`config.mk`:
```
export PLATFORM = sky130hd
export DESIGN_NAME = halo_receiver_flat
export DESIGN_NICKNAME = d
export VERILOG_FILES = /design/src/rtl/halo_receiver_pkg.sv /design/src/rtl/halo_receiver_if.sv /design/src/rtl/halo_fifo.sv /design/src/rtl/halo_receiver.sv /design/src/flat_wrapper.sv
export SDC_FILE = /design/constraint.sdc
export NUM_CORES = 1
export LEC_CHECK = 0
export CAP_MARGIN = 20
export CORE_MARGIN = 2
export CORE_UTILIZATION = 25
export CTS_CLUSTER_SIZE = 40
export DETAILED_ROUTE_END_ITERATION = 7
export HOLD_SLACK_MARGIN = 0.12
export PLACE_DENSITY_LB_ADDON = 0.25
export REMOVE_ABC_BUFFERS = 1
export SLEW_MARGIN = 0
export SYNTH_ARGS = -nofsm -noshare
export SYNTH_HDL_FRONTEND = slang
export SYNTH_SLANG_ARGS = --single-unit
```
`constraint.sdc`:
```
create_clock -name clk -period 5.4 [get_ports clk]
set_clock_uncertainty 0.1 [all_clocks]
set_input_delay 0.54 -clock clk [delete_from_list [all_inputs] [get_ports clk]]
set_output_delay 0.54 -clock clk [all_outputs]
set_load 0.1 [all_outputs]
```
`src/rtl/halo_receiver_pkg.sv`:
```
// halo_receiver_pkg: shared entry type and state encoding for the halo receiver
// Holds the buffered neighbor entry {value, row, column} and the receive-window states.
// Coordinates are stored at HALO_CW_MAX bits so one type serves any TILE_SIZE up to 65536.
package halo_receiver_pkg;
  localparam int HALO_CW_MAX = 16;
  typedef enum logic [1:0] {IDLE, RECEIVE, DRAIN, DONE} halo_state_t;
  typedef struct packed {
    logic [7:0] value;
    logic [HALO_CW_MAX-1:0] row;
    logic [HALO_CW_MAX-1:0] column;
  } halo_entry_t;
endpackage

```
`src/rtl/halo_receiver_if.sv`:
```
// halo_receiver_if: neighbor link inputs, per-link clear-to-send and tile buffer write port
// master: neighbor/buffer side (drives link entries, observes cts and buffer writes)
// slave : halo_receiver (consumes link entries, drives cts and buffer writes)
interface halo_receiver_if #(
  parameter int TILE_SIZE = 128,
  parameter int NEIGHBOR_COUNT = 8
);
  localparam int CW = $clog2(TILE_SIZE);
  logic [7:0] neighbor_input_value [NEIGHBOR_COUNT];
  logic [CW-1:0] neighbor_input_row [NEIGHBOR_COUNT];
  logic [CW-1:0] neighbor_input_column [NEIGHBOR_COUNT];
  logic [NEIGHBOR_COUNT-1:0] neighbor_input_write_enable;
  logic [NEIGHBOR_COUNT-1:0] neighbor_exchange_done;
  logic [NEIGHBOR_COUNT-1:0] neighbor_cts;
  logic [CW-1:0] buffer_row_write;
  logic [CW-1:0] buffer_column_write;
  logic [7:0] buffer_data_write;
  logic buffer_write_enable;
  modport master (
    output neighbor_input_value, neighbor_input_row, neighbor_input_column,
    output neighbor_input_write_enable, neighbor_exchange_done,
    input neighbor_cts, buffer_row_write, buffer_column_write, buffer_data_write, buffer_write_enable
  );
  modport slave (
    input neighbor_input_value, neighbor_input_row, neighbor_input_column,
    input neighbor_input_write_enable, neighbor_exchange_done,
    output neighbor_cts, buffer_row_write, buffer_column_write, buffer_data_write, buffer_write_enable
  );
endinterface

```
`src/rtl/halo_fifo.sv`:
```
// halo_fifo: synchronous FIFO of halo entries with occupancy output
// Ports: clk, rst (sync active-high flush), push/din, pop/dout (first-word fall-through), count.
// A push into a full FIFO is accepted only when a pop happens in the same cycle.
module halo_fifo
  import halo_receiver_pkg::*;
#(
  parameter int DEPTH = 4,
  localparam int AW = $clog2(DEPTH)
) (
  input  logic        clk,
  input  logic        rst,
  input  logic        push,
  input  logic        pop,
  input  halo_entry_t din,
  output halo_entry_t dout,
  output logic [AW:0] count
);
  halo_entry_t mem [DEPTH];
  logic [AW-1:0] wp, rp;
  logic do_push, do_pop;
  assign do_pop = pop && count != '0;
  assign do_push = push && (count != (AW+1)'(DEPTH) || do_pop);
  assign dout = mem[rp];
  always_ff @(posedge clk)
    if (do_push) mem[wp] <= din;
  always_ff @(posedge clk) begin
    if (rst) begin
      wp <= '0;
      rp <= '0;
      count <= '0;
    end else begin
      wp <= do_push ? wp + 1'b1 : wp;
      rp <= do_pop ? rp + 1'b1 : rp;
      count <= count + (AW+1)'(do_push) - (AW+1)'(do_pop);
    end
  end
endmodule

```
`src/rtl/halo_receiver.sv`:
```
// halo_receiver: collects halo entries from neighbor links into per-link FIFOs and drains them round-robin into the tile buffer
// Ports: clk, reset_n (sync active-low), exchange_start / cycle_done (window open/close pulses),
//        link (halo_receiver_if.slave: neighbor entries, cts, buffer write port),
//        exchange_done (window complete and drained), overflow_error (sticky lost entry).
// Optional HALO_RX_STATS_EN adds rx_entry_count, a saturating count of buffer writes since exchange_start.
module halo_receiver
  import halo_receiver_pkg::*;
#(
  parameter int TILE_SIZE = 128,
  parameter int NEIGHBOR_COUNT = 8,
  parameter int FIFO_DEPTH = 4,
  localparam int CW = $clog2(TILE_SIZE),
  localparam int AW = $clog2(FIFO_DEPTH),
  localparam int PW = NEIGHBOR_COUNT > 1 ? $clog2(NEIGHBOR_COUNT) : 1
) (
  input  logic clk,
  input  logic reset_n,
  input  logic exchange_start,
  input  logic cycle_done,
  halo_receiver_if.slave link,
  output logic exchange_done,
  output logic overflow_error
`ifdef HALO_RX_STATS_EN
  ,
  output logic [15:0] rx_entry_count
`endif
);
  halo_state_t state, state_nxt;
  halo_entry_t fifo_out [NEIGHBOR_COUNT];
  logic [AW:0] cnt [NEIGHBOR_COUNT];
  logic [NEIGHBOR_COUNT-1:0] push, pop, lost, busy, cts_nxt;
  logic [PW-1:0] ptr, grant;
  logic active, any_pop, flush;
  assign active = state == RECEIVE || state == DRAIN;
  assign flush = !reset_n || cycle_done;
  // Scan from the far end so the link closest to ptr wins; nothing drains on the closing edge.
  always_comb begin
    grant = ptr;
    any_pop = 1'b0;
    for (int i = NEIGHBOR_COUNT - 1; i >= 0; i--)
      if (cnt[(int'(ptr) + i) % NEIGHBOR_COUNT] != '0) begin
        grant = PW'((int'(ptr) + i) % NEIGHBOR_COUNT);
        any_pop = 1'b1;
      end
    any_pop = any_pop && !cycle_done;
  end
  for (genvar n = 0; n < NEIGHBOR_COUNT; n++) begin : g_link
    halo_entry_t din;
    logic [AW:0] cnt_nxt;
    assign din = {link.neighbor_input_value[n], HALO_CW_MAX'(link.neighbor_input_row[n]),
                  HALO_CW_MAX'(link.neighbor_input_column[n])};
    assign pop[n] = any_pop && grant == PW'(n);
    assign push[n] = link.neighbor_input_write_enable[n] && active && !cycle_done &&
                     (cnt[n] != (AW+1)'(FIFO_DEPTH) || pop[n]);
    assign lost[n] = link.neighbor_input_write_enable[n] && !cycle_done && !push[n];
    assign busy[n] = cnt[n] != '0;
    assign cnt_nxt = cnt[n] + (AW+1)'(push[n]) - (AW+1)'(pop[n]);
    // One free slot is kept so a write already in flight when cts falls still fits.
    assign cts_nxt[n] = state_nxt == RECEIVE && cnt_nxt <= (AW+1)'(FIFO_DEPTH - 2);
    halo_fifo #(.DEPTH(FIFO_DEPTH)) u_fifo (
      .clk(clk),
      .rst(flush),
      .push(push[n]),
      .pop(pop[n]),
      .din(din),
      .dout(fifo_out[n]),
      .count(cnt[n])
    );
  end
  assign state_nxt = cycle_done ? IDLE
                   : (state == IDLE && exchange_start) ? RECEIVE
                   : (state == RECEIVE && &link.neighbor_exchange_done) ? DRAIN
                   : (state == DRAIN && busy == '0 && push == '0) ? DONE
                   : state;
  always_ff @(posedge clk) begin
    if (!reset_n) begin
      state <= IDLE;
      ptr <= '0;
      link.neighbor_cts <= '0;
      link.buffer_write_enable <= 1'b0;
      link.buffer_row_write <= '0;
      link.buffer_column_write <= '0;
      link.buffer_data_write <= '0;
      exchange_done <= 1'b0;
      overflow_error <= 1'b0;
    end else begin
      state <= state_nxt;
      link.neighbor_cts <= cts_nxt;
      exchange_done <= state_nxt == DONE;
      overflow_error <= overflow_error || |lost;
      link.buffer_write_enable <= any_pop;
      if (any_pop) begin
        ptr <= grant == PW'(NEIGHBOR_COUNT - 1) ? '0 : grant + 1'b1;
        link.buffer_row_write <= fifo_out[grant].row[CW-1:0];
        link.buffer_column_write <= fifo_out[grant].column[CW-1:0];
        link.buffer_data_write <= fifo_out[grant].value;
      end
    end
  end
`ifdef HALO_RX_STATS_EN
  always_ff @(posedge clk) begin
    if (!reset_n || exchange_start) rx_entry_count <= '0;
    else if (any_pop && rx_entry_count != 16'hFFFF) rx_entry_count <= rx_entry_count + 1'b1;
  end
`endif
endmodule

```
`src/flat_wrapper.sv`:
```
// flat-port wrapper written by rule: the top's interface ports become plain ports
module halo_receiver_flat import halo_receiver_pkg::*;
#(
  parameter int TILE_SIZE = 128,
  parameter int NEIGHBOR_COUNT = 8,
  parameter int FIFO_DEPTH = 4,
  localparam int CW = $clog2(TILE_SIZE),
  localparam int AW = $clog2(FIFO_DEPTH),
  localparam int PW = NEIGHBOR_COUNT > 1 ? $clog2(NEIGHBOR_COUNT) : 1
)
  (clk, reset_n, exchange_start, cycle_done, exchange_done, overflow_error, link_neighbor_input_value, link_neighbor_input_row, link_neighbor_input_column, link_neighbor_input_write_enable, link_neighbor_exchange_done, link_neighbor_cts, link_buffer_row_write, link_buffer_column_write, link_buffer_data_write, link_buffer_write_enable);
  halo_receiver_if #(.TILE_SIZE(TILE_SIZE), .NEIGHBOR_COUNT(NEIGHBOR_COUNT)) link_i ();
  input  logic clk;
  input  logic reset_n;
  input  logic exchange_start;
  input  logic cycle_done;
  output logic exchange_done;
  output logic overflow_error;
  input wire logic [$bits(link_i.neighbor_input_value)-1:0] link_neighbor_input_value;
  input wire logic [$bits(link_i.neighbor_input_row)-1:0] link_neighbor_input_row;
  input wire logic [$bits(link_i.neighbor_input_column)-1:0] link_neighbor_input_column;
  input wire logic [$bits(link_i.neighbor_input_write_enable)-1:0] link_neighbor_input_write_enable;
  input wire logic [$bits(link_i.neighbor_exchange_done)-1:0] link_neighbor_exchange_done;
  output wire logic [$bits(link_i.neighbor_cts)-1:0] link_neighbor_cts;
  output wire logic [$bits(link_i.buffer_row_write)-1:0] link_buffer_row_write;
  output wire logic [$bits(link_i.buffer_column_write)-1:0] link_buffer_column_write;
  output wire logic [$bits(link_i.buffer_data_write)-1:0] link_buffer_data_write;
  output wire logic [$bits(link_i.buffer_write_enable)-1:0] link_buffer_write_enable;
  assign link_i.neighbor_input_value = {>>{link_neighbor_input_value}};
  assign link_i.neighbor_input_row = {>>{link_neighbor_input_row}};
  assign link_i.neighbor_input_column = {>>{link_neighbor_input_column}};
  assign link_i.neighbor_input_write_enable = link_neighbor_input_write_enable;
  assign link_i.neighbor_exchange_done = link_neighbor_exchange_done;
  assign link_neighbor_cts = link_i.neighbor_cts;
  assign link_buffer_row_write = link_i.buffer_row_write;
  assign link_buffer_column_write = link_i.buffer_column_write;
  assign link_buffer_data_write = link_i.buffer_data_write;
  assign link_buffer_write_enable = link_i.buffer_write_enable;
  halo_receiver #(.TILE_SIZE(TILE_SIZE), .NEIGHBOR_COUNT(NEIGHBOR_COUNT), .FIFO_DEPTH(FIFO_DEPTH)) u_core (.clk(clk), .reset_n(reset_n), .exchange_start(exchange_start), .cycle_done(cycle_done), .link(link_i), .exchange_done(exchange_done), .overflow_error(overflow_error));
endmodule
```
Word level (Yosys, flattened, before mapping)
Memories as Yosys holds them, arrays and structs flattened. A register that Yosys moved wholly into a read port is not among the register bits.
Cells that the tools add are included.
Widths: inputs -> output; s select.
{ "totals": {"register_bits": 94, "ramBits": 704, "inputBits": 196, "output_inout_bits": 33, "elab_cells": 364, "memories": 8} }
{ "op_classes": {"addsub": 56, "order_cmp": 17, "eq_ne": 19, "muxes": 80, "n_bitwise": 16, "reduce_logical": 135} }
{ "memory_table": {"columns": ["memory", "words", "word_bits", "read_ports", "rd_ports_with_merged_regs", "write_ports", "line", "text"], "rows": [
  ["u_core.g_link[0].u_fifo.mem", 4, 22, 1, 1, 1, "halo_fifo.sv:18", "halo_entry_t mem [DEPTH];"],
  ["u_core.g_link[1].u_fifo.mem", 4, 22, 1, 1, 1, "halo_fifo.sv:18", null],
  ["u_core.g_link[2].u_fifo.mem", 4, 22, 1, 1, 1, "halo_fifo.sv:18", null],
  ["u_core.g_link[3].u_fifo.mem", 4, 22, 1, 1, 1, "halo_fifo.sv:18", null],
  ["u_core.g_link[4].u_fifo.mem", 4, 22, 1, 1, 1, "halo_fifo.sv:18", null],
  ["u_core.g_link[5].u_fifo.mem", 4, 22, 1, 1, 1, "halo_fifo.sv:18", null],
  ["2 more memories", null, null, null, null, null, null, null]
]} }
{ "op_table": {"columns": ["op", "n"], "rows": [
  ["$ge 32x4->1 const B", 8],
  ["$not 32->32", 7],
  ["$bmux 40 s3", 1],
  ["$mux 40", 2],
  ["$logic_and 1x1->1", 77],
  ["$mux 3", 25],
  ["$bmux 3 s3", 8],
  ["$add 3x1->3", 16],
  ["$reduce_bool 3->1", 16],
  ["$sub 3x1->3", 16],
  ["$mux 2", 20],
  ["$add 2x1->2 const B", 16],
  ["$not 3->32", 1],
  ["$le 3x2->1 const B", 8],
  ["$mux 1", 24],
  ["$ne 3x3->1 const B", 8],
  ["$reduce_or 3->1", 7],
  ["$logic_or 1x1->1", 19],
  ["$logic_not 8->1", 2],
  ["$add 3x3->3 const B", 4],
  ["$eq 3x3->1 const B", 4],
  ["$logic_not 1->1", 10],
  ["$reduce_and 8->1", 1],
  ["$reduce_or 8->1", 1],
  ["11 further kinds", 22]
]} }

Depth between registers and ports, before layout
Gate-level depths: netlist of run 1.
{ "depth": {"word_depth": 28, "ltp_mapped": 27, "ltp_nobuf": 23} }

Hierarchy
From an unflattened synthesis of run 1, not the netlist that was laid out.
{ "hier_totals": {"cells_unflattened": 2641, "hier_area_um2": 54866.4} }
{ "modules_own_cells": {"columns": ["module", "instances", "cells_each", "area_per_inst_um2", "seq_area_each_um2"], "rows": [
  ["halo_fifo at u_core.g_link[0].u_fifo ...", 6, 255, 6214.7, 4984.8],
  ["halo_fifo at u_core.g_link[1].u_fifo ...", 2, 256, 6217.2, 4984.8],
  ["halo_receiver", 1, 599, 5143.7, 760.7]
]} }

Least setup slack after synthesis of run 1
Ideal clock, no wire load.
{ "synth_timing": {"path_kind": "register -> register", "startpoint": "register u_core.ptr[0]", "endpoint": "register u_core.g_link[7].u_fifo.count[2]", "setup_ns": 0.128, "t_arrival_ns": 5.326, "required_time_ns": 5.172, "setup_slack_ns": -0.153, "stages_incl_launch_ff": 24, "path_buffers": 4, "period_less_slack_ns": 5.553, "path_cell_list": "dfxtp_1 inv_1 clkbuf_1 ha_1 clkbuf_1 mux4_2 a31oi_1 o221ai_1 o21ai_2 nand2_1 inv_1 buf_2 clkbuf_1 ha_1 ha_1 nand2_1 a31oi_1 inv_1 ha_1 inv_1 ha_1 fa_1 xnor2_1 nor2_1"} }
{ "synth_between": {"elab_chain_cells": 21, "elab_cells_between_ends": 73, "cone_classes": "9 x add/sub; 1 x eq/ne; 40 x mux; 8 x bitwise; 15 x reduce/logical"} }
{ "synth_lines": {"columns": ["item", "line", "text"], "rows": [
  ["from (decl)", "halo_receiver.sv:32", "logic [PW-1:0] ptr, grant;"],
  ["from (signal assigned)", "halo_receiver.sv:93", "ptr <= grant == PW'(NEIGHBOR_COUNT - 1) ? '0 : grant + 1'b1;"],
  ["$add 3x3->3", "halo_receiver.sv:41, halo_receiver.sv:42", null],
  ["$not 32->32 (implied by the code)", "halo_receiver.sv:41", "if (cnt[(int'(ptr) + i) % NEIGHBOR_COUNT] != '0) begin"],
  ["$bmux 3 s3", "halo_receiver.sv:41", null],
  ["$mux 3 (implied by the code) (2 in a row)", "halo_receiver.sv:41", null],
  ["$reduce_bool 3->1", "halo_receiver.sv:41", null],
  ["$mux 3 or $mux 1 (tied branches) (8 in a row)", "halo_receiver.sv:41", null],
  ["$eq 3x3->1 or $logic_and 1x1->1 (tied branches)", "halo_receiver.sv:52, halo_receiver.sv:45", null],
  ["$logic_and 1x1->1 (*)", "halo_receiver.sv:52", "assign pop[n] = any_pop && grant == PW'(n);"],
  ["$logic_or 1x1->1 or $logic_and 1x1->1 (tied branches)", "halo_receiver.sv:54, halo_fifo.sv:21", null],
  ["$logic_and 1x1->1 or $logic_or 1x1->1 (tied branches)", "halo_receiver.sv:53, halo_fifo.sv:22", null],
  ["$logic_and 1x1->1", "halo_fifo.sv:22", "assign do_push = push && (count != (AW+1)'(DEPTH) || do_pop);"],
  ["$add 3x1->3", "halo_fifo.sv:34", "count <= count + (AW+1)'(do_push) - (AW+1)'(do_pop);"],
  ["$sub 3x1->3 (*)", "halo_fifo.sv:34", null],
  ["to (signal assigned)", "halo_fifo.sv:34", null],
  ["to (decl)", "halo_fifo.sv:16", "output logic [AW:0] count"]
]} }
Mark *: on every way between the ends. The rest lies on a longest branch, timed or not. The select of a mux whose other input is x is not followed.
A chain may end at the register's enable or synchronous reset.

Worst setup path after layout of run 1
{ "layout_timing": {"startpoint": "register u_core.g_link[3].u_fifo.count[2]", "endpoint": "register u_core.g_link[5].u_fifo.count[2]"} }
{ "layout_between": {"elab_chain_cells": 19, "elab_cells_between_ends": 58, "cone_classes": "2 x add/sub; 1 x eq/ne; 40 x mux; 15 x reduce/logical"} }
{ "layout_lines": {"columns": ["item", "line"], "rows": [
  ["from (decl)", "halo_fifo.sv:16"],
  ["from (signal assigned)", "halo_fifo.sv:34"],
  ["$bmux 3 s3", "halo_receiver.sv:41"],
  ["$mux 3 (implied by the code) (2 in a row)", "halo_receiver.sv:41"],
  ["$reduce_bool 3->1", "halo_receiver.sv:41"],
  ["$mux 3 or $mux 1 (tied branches) (8 in a row)", "halo_receiver.sv:41"],
  ["$eq 3x3->1 or $logic_and 1x1->1 (tied branches)", "halo_receiver.sv:52, halo_receiver.sv:45"],
  ["$logic_and 1x1->1 (*)", "halo_receiver.sv:52"],
  ["$logic_or 1x1->1 or $logic_and 1x1->1 (tied branches)", "halo_receiver.sv:54, halo_fifo.sv:21"],
  ["$logic_and 1x1->1 or $logic_or 1x1->1 (tied branches)", "halo_receiver.sv:53, halo_fifo.sv:22"],
  ["$logic_and 1x1->1", "halo_fifo.sv:22"],
  ["$add 3x1->3", "halo_fifo.sv:34"],
  ["$sub 3x1->3 (*)", "halo_fifo.sv:34"],
  ["to (signal assigned)", "halo_fifo.sv:34"],
  ["to (decl)", "halo_fifo.sv:16"]
]} }
Marks and branches as above.

==> results of run 1 <==
[sequential cells by signal, indices dropped and copies added, names as in the netlist, named ones only]
| signal | cells |
|---|---|
| u_core.g_link.u_fifo.mem | 704 |
| u_core.g_link.u_fifo.count | 24 |
| u_core.g_link.u_fifo.rp | 16 |
| u_core.g_link.u_fifo.wp | 16 |
| u_core.link.buffer_data_write | 8 |
| u_core.link.neighbor_cts | 8 |
| u_core.link.buffer_column_write | 7 |
| u_core.link.buffer_row_write | 7 |
| u_core.ptr | 3 |
| u_core.state | 2 |
| u_core.exchange_done | 1 |
| u_core.link.buffer_write_enable | 1 |
| u_core.overflow_error | 1 |
[report_power, final]
part	switching (mW)	internal, mW	leakage, nW
logic	7.50	3.36	5.19
registers	0.147	6.95	7.23
clock network	2.55	3.39	1.39
[stage by stage]
step           cells  worst slack, ns  area, um2
5_1_grt         4250           0.0180      42500
2_1_floorplan   1925            -2.89      33800
4_1_cts         4247           0.0337      42400
6_report        4252            0.307      42500
3_5_place_dp    4080           0.0503      39600
3_3_place_gp    4079            0.100      39600
[cell usage in the layout, fill, tap and decap left out, types with 10 or more instances in the layout]
cell type and n:
sky130_fd_sc_hd__edfxtp_1 704, sky130_fd_sc_hd__clkdlybuf4s50_1 228, sky130_fd_sc_hd__mux4_2 189, sky130_fd_sc_hd__buf_4 135
sky130_fd_sc_hd__nand2_1 119, sky130_fd_sc_hd__dfxtp_1 109, sky130_fd_sc_hd__inv_1 95, sky130_fd_sc_hd__clkbuf_16 89
sky130_fd_sc_hd__ha_1 71, sky130_fd_sc_hd__nor2_1 68, sky130_fd_sc_hd__and2_1 49, sky130_fd_sc_hd__nand3_1 43
sky130_fd_sc_hd__o21ai_0 40, sky130_fd_sc_hd__a211oi_1 40, sky130_fd_sc_hd__a21boi_0 39, sky130_fd_sc_hd__a21oi_1 38
sky130_fd_sc_hd__xnor2_1 37, sky130_fd_sc_hd__a311oi_1 37, sky130_fd_sc_hd__and3_1 28, sky130_fd_sc_hd__clkbuf_1 22
sky130_fd_sc_hd__o21a_1 20, sky130_fd_sc_hd__clkinv_2 20, sky130_fd_sc_hd__o31a_1 19, sky130_fd_sc_hd__fa_1 16
sky130_fd_sc_hd__clkinv_1 13, sky130_fd_sc_hd__xor2_1 11, sky130_fd_sc_hd__nor3_1 10, sky130_fd_sc_hd__nor4_1 10
[kinds of logic (layout without fill, tap and decap cells)]
logic type	Yosys count	count (layout)
simple gates	368	368
xor+xnor	49	49
other cells	0	2
flops	814	814
mux	200	200
compound gates	308	308
fa+ha+maj	87	87
buf+inv	210	643
[worst max-delay path: stages (launching register included)]
cell and delay [ns]:
sky130_fd_sc_hd__dfxtp_1 0.38, sky130_fd_sc_hd__or3_1 0.52, sky130_fd_sc_hd__mux4_2 0.56, sky130_fd_sc_hd__a21oi_1 0.17
sky130_fd_sc_hd__a311oi_1 0.07, sky130_fd_sc_hd__o32a_1 0.34, sky130_fd_sc_hd__o31a_2 0.37, sky130_fd_sc_hd__buf_4 0.17
sky130_fd_sc_hd__a211oi_1 0.29, sky130_fd_sc_hd__buf_4 0.23, sky130_fd_sc_hd__a31o_2 0.42, sky130_fd_sc_hd__inv_1 0.11
sky130_fd_sc_hd__ha_1 0.30, sky130_fd_sc_hd__inv_1 0.09, sky130_fd_sc_hd__ha_1 0.22, sky130_fd_sc_hd__fa_1 0.39
sky130_fd_sc_hd__xnor2_1 0.16, sky130_fd_sc_hd__nor2_1 0.06
[final timing paths]
kind,slack [ns],cells after the start,endpoint,startpoint
max reg2reg,0.31,17,u_core.g_link[5].u_fifo.count[2]$_SDFF_PP0_,u_core.g_link[3].u_fifo.count[2]$_SDFF_PP0_
min reg2reg,0.41,2,u_core.g_link[5].u_fifo.wp[1]$_SDFFE_PP0P_,u_core.g_link[5].u_fifo.wp[1]$_SDFFE_PP0P_
min,0.38,1,u_core.g_link[3].u_fifo.mem[3][0]$_DFFE_PP_,link_neighbor_input_column[28]
max,0.31,17,u_core.g_link[5].u_fifo.count[2]$_SDFF_PP0_,u_core.g_link[3].u_fifo.count[2]$_SDFF_PP0_
[layout make-up]
type	count	area share (%)
clock buffer	113	5.50
timing repair buffer	377	8.31
multi-input combinational	1012	23.9
tap	1781	5.24
antenna	2	0.0118
sequential	814	54.9
clock inverter	54	1.23
inverter	99	0.877
[routing by layer]
layer / wire [um] / track usage, %
met5: 99 / 0
met2: 49100 / 23.4
met1: 44700 / 19.2
met3: 7450 / 4.16
met4: 2630 / 4.02
==> results.py, run 1 <==
metrics = {
    "run_status": {
        "status": "finished clean",
    },
    "global_route": {
        "track_usage_pct": 14.6,
        "antenna_violations_before_repair": 18,
        "gr-total-overflow": 0,
        "largest_net_degree_at_the_start_of_global_routing": 76,
        "grt_pass1_wl_mm": 147,
        "grt_pass1_vias": 20480,
    },
    "clock_network": {
        "cts_buffers": 89,
        "clock-sinks": 814,
        "clk_transition_reported_paths_ns": 0.07,
        "cts_post_setup_buffers_inserted": 0,
        "clock_tree.root_cell": "sky130_fd_sc_hd__clkbuf_16",
        "cts-htree-levels": 3,
        "ctsResizeCount": 0,
        "hold_bufs_inserted_after_cts": 0,
        "cts_buffer_depth": 3,
        "cts_tree": "done",
        "clk_latency_ns": 0.70,
    },
    "critical_path": {
        "path_max_fanout": 9,
        "setup.worst_path.class": "reg2reg",
        "worst_ep_required_time_ns": 5.85,
        "setup.worst_path.end_class": "flop",
        "critPathLaunchType": "flop",
        "cp_data_arrival_time_ns": 5.54,
    },
    "route": {
        "via_count": 20017,
        "detail_route.drc_violations": 0,
        "detail_route.wl_per_cell_um": 24.5,
        "drt-pass1-iter-count": 5,
        "drt_iter0_markers": 1864,
        "drt.antenna.violating_nets": 0,
        "via_per_inst": 4.71,
        "postRouteWirelength_mm": 104,
    },
    "floorplanning": {
        "floorplan.initialDensity_pct": 25.2,
        "io-pin-count": 229,
        "core_area_mm2": 0.136,
        "die-height_um": 374,
        "total_die_area_mm2": 0.140,
        "die_width_um": 374,
        "fp-row-count": 135,
    },
    "sta": {
        "finalMaxSlewViolations": 0,
        "hold_slack_ns": 0.376,
        "final.period_utilization_pct": 94.3,
        "fmax_mhz": 196,
        "slew_headroom_pct": 18.8,
        "worstMarginPinSlew_ns": 1.21,
        "timing.final.hold_violations": 0,
        "final.min_clock_period_ns": 5.09,
        "setup_tns_ns": 0,
        "setup_violations": 0,
        "rsz0062_at_grt": "no",
    },
    "hold_path": {
        "worstHoldPathType": "in2reg",
    },
    "pwr": {
        "pwr_density_cell_mw_per_mm2": 562,
        "p_total_mw": 23.9,
        "peak_supply_drop_uv": 1190,
        "standby_leakage_power_nw": 13.8,
    },
    "synthesis": {
        "synth.yosys.seq_area_share_pct": 68.1,
        "synth-xor-area-share_pct": 1.25,
        "synth_top_area_share_pct": 61.7,
        "synth.area.top_cells": "sky130_fd_sc_hd__edfxtp_1, sky130_fd_sc_hd__mux4_2, sky130_fd_sc_hd__dfxtp_1",
        "synth.mux.area_fraction_pct": 12.8,
        "post-synth-top-area-cell": "sky130_fd_sc_hd__edfxtp_1",
        "main_combinational_cell_family_by_area_after_synthesis": "multiplexers",
        "synthSimpleGateAreaFrac_pct": 5.25,
        "synth_most_common_cell": "sky130_fd_sc_hd__edfxtp_1",
        "synth_adder_area_share_pct": 3.53,
        "synth_cells": 2036,
        "synth_compound_gate_area_share_pct": 6.71,
        "synth-async-reset-ratio_pct": 0,
        "synth_area_per_cell_um2": 16.8,
        "postSynthRegisterBits": 814,
        "synth_enable_flop_cells": 704,
        "mappedNetlistArea_mm2": 0.0343,
        "synth.cells.most_frequent": "sky130_fd_sc_hd__edfxtp_1, sky130_fd_sc_hd__mux4_2, sky130_fd_sc_hd__nand2_1, sky130_fd_sc_hd__dfxtp_1, sky130_fd_sc_hd__inv_1",
        "synth-warning-count": 0,
        "post_synth_top_flop": "sky130_fd_sc_hd__edfxtp_1",
        "synthDistinctLibCells": 80,
    },
    "cells_and_area": {
        "multi_input_logic_area_mm2": 0.0102,
        "ff_latch_area_mm2": 0.0233,
        "filler_cells_inserted": 13381,
        "final_core_utilization_pct": 31.3,
        "syn2layout_area_growth_pct": 24.1,
        "final_nets": 2676,
        "post_route_cells_drive_above_1_share_pct": 20.8,
    },
    "place": {
        "number_of_port_buffers": 228,
        "globalplace.congestion": 0.862,
        "dp_hpwl_mm": 74.1,
    },
    "flow_run": {
        "max_cap_viol_count": 0,
    },
}
Note: power is estimated with default switching activity, not from simulation.
==> inputs of run 2 (changes only) <==
CTS_CLUSTER_SIZE = 25   (was 40)
SKIP_CTS_REPAIR_TIMING = 1   (was not set)
==> results of run 2 <==
Same layout as run 1: the final DEF is identical, and so are final timing and power.
==> inputs of run 3 (changes only) <==
CORE_ASPECT_RATIO = 1.1   (was not set)
==> run 3 against run 2 <==
Utilization about the same. Sequential share of layout area about the same. Die area about the same. Design area about the same. Critical endpoint is now u_core.g_link[6].u_fifo.count[2]$_SDFF_PP0_. Largest cell class unchanged.
==> results.py, run 3 (synthesis results as in run 1) <==
metrics = {
    "run_status": {
        "status": "finished clean",
    },
    "sta": {
        "final.min_clock_period_ns": 5.11,
        "final.period_utilization_pct": 94.6,
        "worstMarginPinSlew_ns": 1.15,
        "finalMaxSlewViolations": 0,
        "slew_headroom_pct": 23.1,
        "timing.final.hold_violations": 0,
        "fmax_mhz": 196,
        "setup_violations": 0,
        "rsz0062_at_grt": "no",
    },
    "route": {
        "postRouteWirelength_mm": 104,
        "via_per_inst": 4.64,
        "detail_route.drc_violations": 0,
        "drt_iter0_markers": 1419,
        "detail_route.wl_per_cell_um": 24.5,
        "drt.antenna.violating_nets": 0,
        "drt-pass1-iter-count": 5,
        "via_count": 19784,
    },
    "cells_and_area": {
        "layout_commonest_cell": "sky130_fd_sc_hd__edfxtp_1",
        "max_reg_flops": 704,
        "post_route_cells_drive_above_1_share_pct": 19.8,
        "mostFrequentLayoutCells": "sky130_fd_sc_hd__edfxtp_1, sky130_fd_sc_hd__clkdlybuf4s50_1, sky130_fd_sc_hd__mux4_2, sky130_fd_sc_hd__buf_4, sky130_fd_sc_hd__nand2_1",
        "final_core_utilization_pct": 31.3,
        "syn2layout_area_growth_pct": 24.2,
        "layout_top_registers": "u_core.g_link.u_fifo.mem: 704 flops, u_core.g_link.u_fifo.count: 24 flops",
        "final_nets": 2669,
        "regMostFlops": "u_core.g_link.u_fifo.mem",
        "stdcell_area_mm2": 0.0426,
    },
    "critical_path": {
        "setup.worst_path.class": "reg2reg",
        "cp_data_arrival_time_ns": 5.52,
        "critPathLaunchType": "flop",
        "setup.worst_path.end_class": "flop",
        "path_max_fanout": 42,
        "worst_ep_required_time_ns": 5.81,
    },
    "pwr": {
        "standby_leakage_power_nw": 13.8,
        "peak_supply_drop_uv": 1460,
        "pwr_density_cell_mw_per_mm2": 560,
        "p_total_mw": 23.8,
    },
    "place": {
        "dp_hpwl_mm": 74.7,
        "post_dp_cell_area_mm2": 0.0395,
        "number_of_port_buffers": 228,
        "globalplace.congestion": 0.877,
    },
    "global_route": {
        "gr-total-overflow": 0,
        "grt_pass1_wl_mm": 148,
        "track_usage_pct": 14.8,
        "grt_pass1_vias": 20826,
        "antenna_violations_before_repair": 21,
        "largest_net_degree_at_the_start_of_global_routing": 76,
    },
    "floorplanning": {
        "io-pin-count": 229,
        "die-height_um": 392,
        "core_area_mm2": 0.136,
        "fp-row-count": 142,
        "total_die_area_mm2": 0.140,
        "die_width_um": 357,
        "floorplan.initialDensity_pct": 25.2,
    },
    "clock_network": {
        "cts_buffers": 92,
        "clock_tree.root_cell": "sky130_fd_sc_hd__clkbuf_16",
        "cts_buffer_depth": 3,
        "clock-sinks": 814,
        "cts-htree-levels": 3,
        "clk_transition_reported_paths_ns": 0.07,
        "clk_latency_ns": 0.70,
        "cts_tree": "done",
    },
    "flow_run": {
        "max_cap_viol_count": 0,
    },
    "hold_path": {
        "worstHoldPathType": "in2reg",
    },
}
==> run 3: changes by cell type in the layout (fill, tap and decap cells not counted), sizes merged <==
cell,delta
clkbuf,-2
clkinv,+11
inv,-1
buf,-10
clkinvlp,-5
==> run 3: worst paths after layout <==
kind / from / to / slack, ns / depth (start not counted)
setup reg to reg: u_core.ptr[2]$_SDFFE_PN0P_ / u_core.g_link[6].u_fifo.count[2]$_SDFF_PP0_ / 0.29 / 18
hold reg to reg: u_core.g_link[2].u_fifo.wp[1]$_SDFFE_PP0P_ / u_core.g_link[2].u_fifo.wp[1]$_SDFFE_PP0P_ / 0.42 / 2
hold / removal: link_neighbor_input_row[36] / u_core.g_link[2].u_fifo.mem[1][8]$_DFFE_PP_ / 0.37 / 1
setup / recovery: u_core.ptr[2]$_SDFFE_PN0P_ / u_core.g_link[6].u_fifo.count[2]$_SDFF_PP0_ / 0.29 / 18
==> run 3: worst max-delay path: stages (launching register included) <==
cell	delay, ns
sky130_fd_sc_hd__dfxtp_1	0.68
sky130_fd_sc_hd__buf_4	0.30
sky130_fd_sc_hd__and3b_1	0.20
sky130_fd_sc_hd__a22oi_1	0.19
sky130_fd_sc_hd__and4_1	0.32
sky130_fd_sc_hd__o22ai_1	0.12
sky130_fd_sc_hd__a222oi_1	0.44
sky130_fd_sc_hd__o22ai_2	0.22
sky130_fd_sc_hd__xnor2_2	0.18
sky130_fd_sc_hd__buf_4	0.50
sky130_fd_sc_hd__a21oi_1	0.22
sky130_fd_sc_hd__nor2_1	0.22
sky130_fd_sc_hd__inv_1	0.07
sky130_fd_sc_hd__ha_1	0.28
sky130_fd_sc_hd__inv_1	0.04
sky130_fd_sc_hd__ha_1	0.19
sky130_fd_sc_hd__fa_1	0.39
sky130_fd_sc_hd__xnor2_1	0.17
sky130_fd_sc_hd__nor2_1	0.06
==> run 3: power breakdown <==
part           internal (mW)  switching (mW)
Sequential              6.95           0.163
Clock                   3.47            2.61
Combinational           3.26            7.36
==> run 3: layer usage <==
layer  share of wire [%]  global-route usage (%)  vias to the layer above  routed length, um
met3                 7.2                    3.72                      133               7550
met4                 2.7                    4.74                       10               2810
met2                  49                    24.8                      624              51400
met1                  41                    18.6                    10261              42600
li1                    -                       -                     8756                  -
met5               0.055                       0                        -                 57
==> run 3: metrics by stage <==
step	TNS, ns	setup WS [ns]	hold WS (ns)	std cells
after CTS	0	0.132	0.315	4259
final	0	0.289	0.367	4264
after detailed placement	0	0.0954	0.414	4089
after global routing	0	0.00941	0.348	4263
after global placement	0	0.149	0.392	4085
after floorplan	-1237.28	-2.89	0.369	1925
==> run 3: layout make-up <==
type,instances,area (um2)
fill,13370,93500
sequential,814,23300
multi-input combinational,1012,10100
timing repair buffer,367,3480
clock buffer,111,2380
tap,1800,2250
clock inverter,59,587
inverter,99,373
antenna,2,5.00
